`src/rtl/div_sequencer.sv`:
```
// Multi-cycle restoring divider: one shift/subtract/restore step per clock over a WIDTH+1 bit partial remainder.
// Latency: done pulses WIDTH+3 cycles after start is accepted (2 cycles for a zero divisor).
// Backpressure: none; start is sampled only in IDLE, and requests arriving while busy are dropped (not queued).
//
// Ports:
//   clock, clear       rising-edge clock, asynchronous active-low reset
//   start, signed_op   request pulse and signed(DIV)/unsigned(DIVU) select, sampled in IDLE
//   dividend, divisor  operands, latched with start
//   busy, done         busy from PREP through DONE; done is a one-cycle result-valid pulse
//   div_by_zero        set with done for a zero divisor, held until the next accepted start
//   quotient           LO result, held until the next request completes
//   remainder          HI result, held until the next request completes
module div_sequencer #(
    parameter int WIDTH = 32
) (
    input  logic             clock,
    input  logic             clear,
    input  logic             start,
    input  logic             signed_op,
    input  logic [WIDTH-1:0] dividend,
    input  logic [WIDTH-1:0] divisor,
    output logic             busy,
    output logic             done,
    output logic             div_by_zero,
    output logic [WIDTH-1:0] quotient,
    output logic [WIDTH-1:0] remainder
);

    localparam int CW = (WIDTH > 1) ? $clog2(WIDTH) : 1;
    localparam logic [CW-1:0]    LAST_STEP = CW'(WIDTH - 1);
    localparam logic [WIDTH-1:0] ONE       = {{(WIDTH-1){1'b0}}, 1'b1};

    typedef enum logic [2:0] {
        S_IDLE,
        S_PREP,
        S_ITER,
        S_FIX,
        S_DONE
    } state_t;

    state_t           state;
    logic             op_signed;
    logic [WIDTH-1:0] op_dividend;
    logic [WIDTH-1:0] op_divisor;
    logic [WIDTH:0]   a_reg;
    logic [WIDTH-1:0] q_reg;
    logic [WIDTH-1:0] m_reg;
    logic [CW-1:0]    count;

    logic             dvd_neg;
    logic             dvs_neg;
    logic [WIDTH-1:0] dvd_abs;
    logic [WIDTH-1:0] dvs_abs;
    logic [WIDTH:0]   shifted;
    logic [WIDTH:0]   diff;
    logic [WIDTH-1:0] q_fixed;
    logic [WIDTH-1:0] r_fixed;

    always_comb begin
        dvd_neg = op_signed & op_dividend[WIDTH-1];
        dvs_neg = op_signed & op_divisor[WIDTH-1];
        // Magnitudes are unsigned WIDTH-bit, so |-2^(W-1)| = 2^(W-1) fits.
        dvd_abs = dvd_neg ? (~op_dividend + ONE) : op_dividend;
        dvs_abs = dvs_neg ? (~op_divisor + ONE) : op_divisor;
        // Partial remainder stays below M, so the shifted value fits in WIDTH+1 bits
        // and the MSB of the difference is a clean borrow flag.
        shifted = {a_reg[WIDTH-1:0], q_reg[WIDTH-1]};
        diff    = shifted - {1'b0, m_reg};
        // Quotient sign follows operand sign mismatch; remainder takes dividend sign.
        q_fixed = (dvd_neg ^ dvs_neg) ? (~q_reg + ONE) : q_reg;
        r_fixed = dvd_neg ? (~a_reg[WIDTH-1:0] + ONE) : a_reg[WIDTH-1:0];
    end

    always_ff @(posedge clock or negedge clear) begin
        if (!clear) begin
            state       <= S_IDLE;
            busy        <= 1'b0;
            done        <= 1'b0;
            div_by_zero <= 1'b0;
            quotient    <= '0;
            remainder   <= '0;
            op_signed   <= 1'b0;
            op_dividend <= '0;
            op_divisor  <= '0;
            a_reg       <= '0;
            q_reg       <= '0;
            m_reg       <= '0;
            count       <= '0;
        end else begin
            case (state)
                S_IDLE: begin
                    done <= 1'b0;
                    if (start) begin
                        op_signed   <= signed_op;
                        op_dividend <= dividend;
                        op_divisor  <= divisor;
                        div_by_zero <= 1'b0;
                        busy        <= 1'b1;
                        state       <= S_PREP;
                    end
                end
                S_PREP: begin
                    if (op_divisor == '0) begin
                        // Zero divisor skips iteration; results land for the DONE cycle.
                        quotient    <= '1;
                        remainder   <= op_dividend;
                        div_by_zero <= 1'b1;
                        done        <= 1'b1;
                        state       <= S_DONE;
                    end else begin
                        q_reg <= dvd_abs;
                        m_reg <= dvs_abs;
                        a_reg <= '0;
                        count <= '0;
                        state <= S_ITER;
                    end
                end
                S_ITER: begin
                    // Borrow clear: keep the difference and set the quotient bit;
                    // borrow set: restore (keep shifted value) and clear the bit.
                    a_reg <= diff[WIDTH] ? shifted : diff;
                    q_reg <= {q_reg[WIDTH-2:0], ~diff[WIDTH]};
                    count <= count + CW'(1);
                    if (count == LAST_STEP) begin
                        state <= S_FIX;
                    end
                end
                S_FIX: begin
                    quotient  <= q_fixed;
                    remainder <= r_fixed;
                    done      <= 1'b1;
                    state     <= S_DONE;
                end
                S_DONE: begin
                    done  <= 1'b0;
                    busy  <= 1'b0;
                    state <= S_IDLE;
                end
                default: begin
                    done  <= 1'b0;
                    busy  <= 1'b0;
                    state <= S_IDLE;
                end
            endcase
        end
    end

endmodule

```
`config.mk`:
```
export PLATFORM = sky130hd
export DESIGN_NAME = div_sequencer
export DESIGN_NICKNAME = d
export VERILOG_FILES = /design/src/rtl/div_sequencer.sv
export SDC_FILE = /design/constraint.sdc
export NUM_CORES = 1
export LEC_CHECK = 0
export CAP_MARGIN = 0
export CORE_MARGIN = 2
export CORE_UTILIZATION = 40
export DETAILED_ROUTE_END_ITERATION = 6
export SYNTH_ARGS = -nofsm -noshare
export SYNTH_HDL_FRONTEND = slang
export SYNTH_SLANG_ARGS = --single-unit
```
`constraint.sdc`:
```
create_clock -name clock -period 2.7 [get_ports clock]
set_clock_uncertainty 0.05 [all_clocks]
set_input_delay 0.54 -clock clock [delete_from_list [all_inputs] [get_ports clock]]
set_output_delay 0.54 -clock clock [all_outputs]
set_load 0.05 [all_outputs]
```
==> results_dict.tcl <==
set metrics [dict create \
    outcome "finished, violations left" \
    violations "setup timing" \
    post-place-ws_ns -0.416 \
    cp.required_ns 3.09 \
    critical_path.reg2reg.startpoint "op_divisor[10]" \
    detailroute.via_count 12504 \
    grt_pass1_vias 12288 \
    depth_of_the_worst_register_to_register_path 11 \
    drt-initial-drc-count 765 \
    synth_edf_count 0 \
    die_width_um 190 \
    post_synth_inst_count 1486 \
    postSynthNetCount 1593 \
    cap_viol_max_count 0 \
    worstPathArrival_ns 3.36 \
    irDropWorstVdd_v 0.000839 \
    timing.critical_path.from_type "flop" \
    synth_area_per_cell_sq_um 9.27 \
    rsz_0062_raised_after_global_routing "yes" \
    leakage_nw 8.73 \
    multiInputGateArea_sq_um 8540 \
    drive_above_1_share 0.335 \
    portBuffers 134 \
    gp_congestion 0.893 \
    report.final.hold_viol_count 0 \
    crit_type "flop to flop" \
    antenna_found_initial 0 \
    detail_route.drc_violations 0 \
    maxClockFrequency_mhz 337 \
    antenna_cells_inserted 0 \
    maxSlewHeadroom 0.566 \
    post_drt_via_cell_ratio 5.41 \
    ctsLongestPathBuffers 3 \
    drv_slew 0 \
    classification_of_the_worst_slack_hold_path "flop to flop" \
    cts.clk_slew.worst_paths_ns 0.06 \
    boundaryPins 135 \
    hp-start "m_reg[27]" \
    cts_root_buffer "sky130_fd_sc_hd__clkbuf_16" \
    grt_start_max_net_pins 68 \
    final_common_cell "sky130_fd_sc_hd__dfrtp_1" \
    cp-end-kind "flop" \
    detailed_routing_iteration_count_for_the_pre_antenna_repair_pass 5 \
    critical_path.max_fanout 5 \
    die_y_um 190 \
    hold_depth 2 \
    routed_wire_length_per_instance_um 18.3 \
    yosysWarningCount 0 \
    design.die.area_sq_um 35900 \
    groute.usage.overall 0.227 \
    cell_area_power_density_nw_per_um2 1550 \
    place_hpwl_um 28500 \
    r2r_end "q_reg[11]" \
    globalRoute.totalOverflow 0 \
    ant_nets 0 \
    post_synth_instance_area_sq_um 13800 \
    synth-async-reset-ratio 1.00 \
    starting_utilization_of_the_core_area 0.409 \
    syn_to_final_growth_pct 48.1 \
    worstSkewPairLatency_ns 0.56 \
    global_route_wire_length_before_repair_um 65500 \
    final_nets 1950 \
    min_period_over_period 1.10 \
    htree_num_levels 1 \
    placeableCoreArea_sq_um 33700 \
    finalCriticalPeriod_ns 2.97 \
    synth.ff_latch_count 236 \
    placementRows 67 \
    setup-violations-final 144 \
    top_library_cells_by_usage_in_the_layout_fill_and_taps_aside "sky130_fd_sc_hd__dfrtp_1, sky130_fd_sc_hd__buf_4, sky130_fd_sc_hd__clkdlybuf4s50_1" \
    post_dp_cell_area_sq_um 17200 \
    worst-r2r-setup-slack_ns -0.27 \
    routed_wl_um 42300 \
    numCtsBuffers 28 \
    synth_cell_type_count 70 \
    tightestPinTransition_ns 0.650 \
    num-fill-cells 2806 \
    final_critical_path_setup_slack_ns -0.269 \
    synth-main-ff-cell "sky130_fd_sc_hd__dfrtp_1" \
    synth_seq_area_share 0.429 \
    min_to "m_reg[27]" \
    final_cell_area_sq_um 20400 \
    clkSinkCount 236 \
    tritoncts "done" \
    register_area_sq_um 5910 \
]
[worst max-delay path: stages, from the launching register on]
cell                      delay, ns
sky130_fd_sc_hd__dfrtp_1       0.38
sky130_fd_sc_hd__or4_4         0.56
sky130_fd_sc_hd__nor4_4        0.36
sky130_fd_sc_hd__nand4_2       0.21
sky130_fd_sc_hd__nor4_4        0.30
sky130_fd_sc_hd__nand2_2       0.14
sky130_fd_sc_hd__buf_6         0.15
sky130_fd_sc_hd__nand3_4       0.13
sky130_fd_sc_hd__buf_12        0.16
sky130_fd_sc_hd__buf_12        0.11
sky130_fd_sc_hd__nor2_2        0.03
sky130_fd_sc_hd__a221o_1       0.26
[worst max path at each step]
stage,from,cells past startpoint,end,slack [ns]
final,op_divisor[10],11,q_reg[11],-0.27
after global routing,op_divisor[10],11,q_reg[10],-0.34
after CTS,op_dividend[10],9,q_reg[31],-0.26
after detailed placement,op_dividend[10],9,q_reg[31],-0.42
after global placement,op_dividend[10],9,q_reg[31],-0.39
after floorplan,q_reg[12],8,quotient[31],-0.09
[area by class of cell]
type,instances,share of cell area
Multi-Input combinational cell,1108,0.419
Inverter,58,0.0113
Sequential cell,236,0.290
Tap cell,448,0.0275
Clock buffer,40,0.0400
Timing Repair inverter,1,0.000552
Timing Repair Buffer,410,0.204
Clock inverter,10,0.00810
[report_power, final]
group | total [mW] | switching (mW) | internal (mW)
clock network | 4.03 | 1.56 | 2.47
registers | 6.97 | 1.77 | 5.20
logic | 20.6 | 10.9 | 9.69
[per-stage QoR]
stage	utilization	hold WS, ns	power [mW]	std cells	setup TNS, ns
after floorplan	-	0.194	17.7	1486	-2.48
after global placement	0.510	0.414	23.6	2198	-11.05
after detailed placement	0.510	0.421	23.9	2198	-14.94
after CTS	0.579	0.434	30.1	2294	-15.06
after global routing	0.605	0.454	33.6	2311	-31.96
final	0.605	0.431	31.6	2311	-20.83
[synth_stat cells, types with 19 or more instances]
master / instances / area [sq um]
sky130_fd_sc_hd__a21oi_1: 112 / 561
sky130_fd_sc_hd__a221o_1: 19 / 190
sky130_fd_sc_hd__clkbuf_1: 64 / 240
sky130_fd_sc_hd__dfrtp_1: 236 / 5910
sky130_fd_sc_hd__ha_1: 38 / 475
sky130_fd_sc_hd__inv_1: 57 / 214
sky130_fd_sc_hd__mux2_2: 58 / 653
sky130_fd_sc_hd__mux2i_1: 46 / 460
sky130_fd_sc_hd__nand2_1: 160 / 601
sky130_fd_sc_hd__nand3_1: 19 / 95.1
sky130_fd_sc_hd__nor2_1: 106 / 398
sky130_fd_sc_hd__nor3_1: 52 / 260
sky130_fd_sc_hd__o21ai_0: 147 / 736
sky130_fd_sc_hd__xnor2_1: 68 / 596
sky130_fd_sc_hd__xor2_1: 75 / 657
[repair_timing]
action | 4_1_cts | 5_1_grt
hold buffers | 1 | 0
pin swaps | 64 | 55
gates cloned | 20 | 4
endpoints found under the setup margin | 161 | 168
hold endpoints to repair | 61 | 0
buffers inserted | 26 | 28
gates resized for setup | 224 | 198
[logic make-up (layout without fill, tap and decap cells)]
group,count (synthesis),after routing,synth area share
flops,236,236,0.429
xor+xnor,143,143,0.0910
buf+inv,142,519,0.0435
simple gates,434,434,0.152
mux,104,104,0.0809
fa+ha+maj,39,39,0.0360
compound gates,388,388,0.168
[per-layer routing]
metal / track usage / wire, um / up-vias
met5: 0 / 0 / -
met4: 0.0707 / 982 / 0
met3: 0.0260 / 1940 / 61
met2: 0.392 / 21100 / 291
met1: 0.299 / 18300 / 6175
li1: - / - / 5977
No activity file was read; power rests on OpenSTA's default activity.
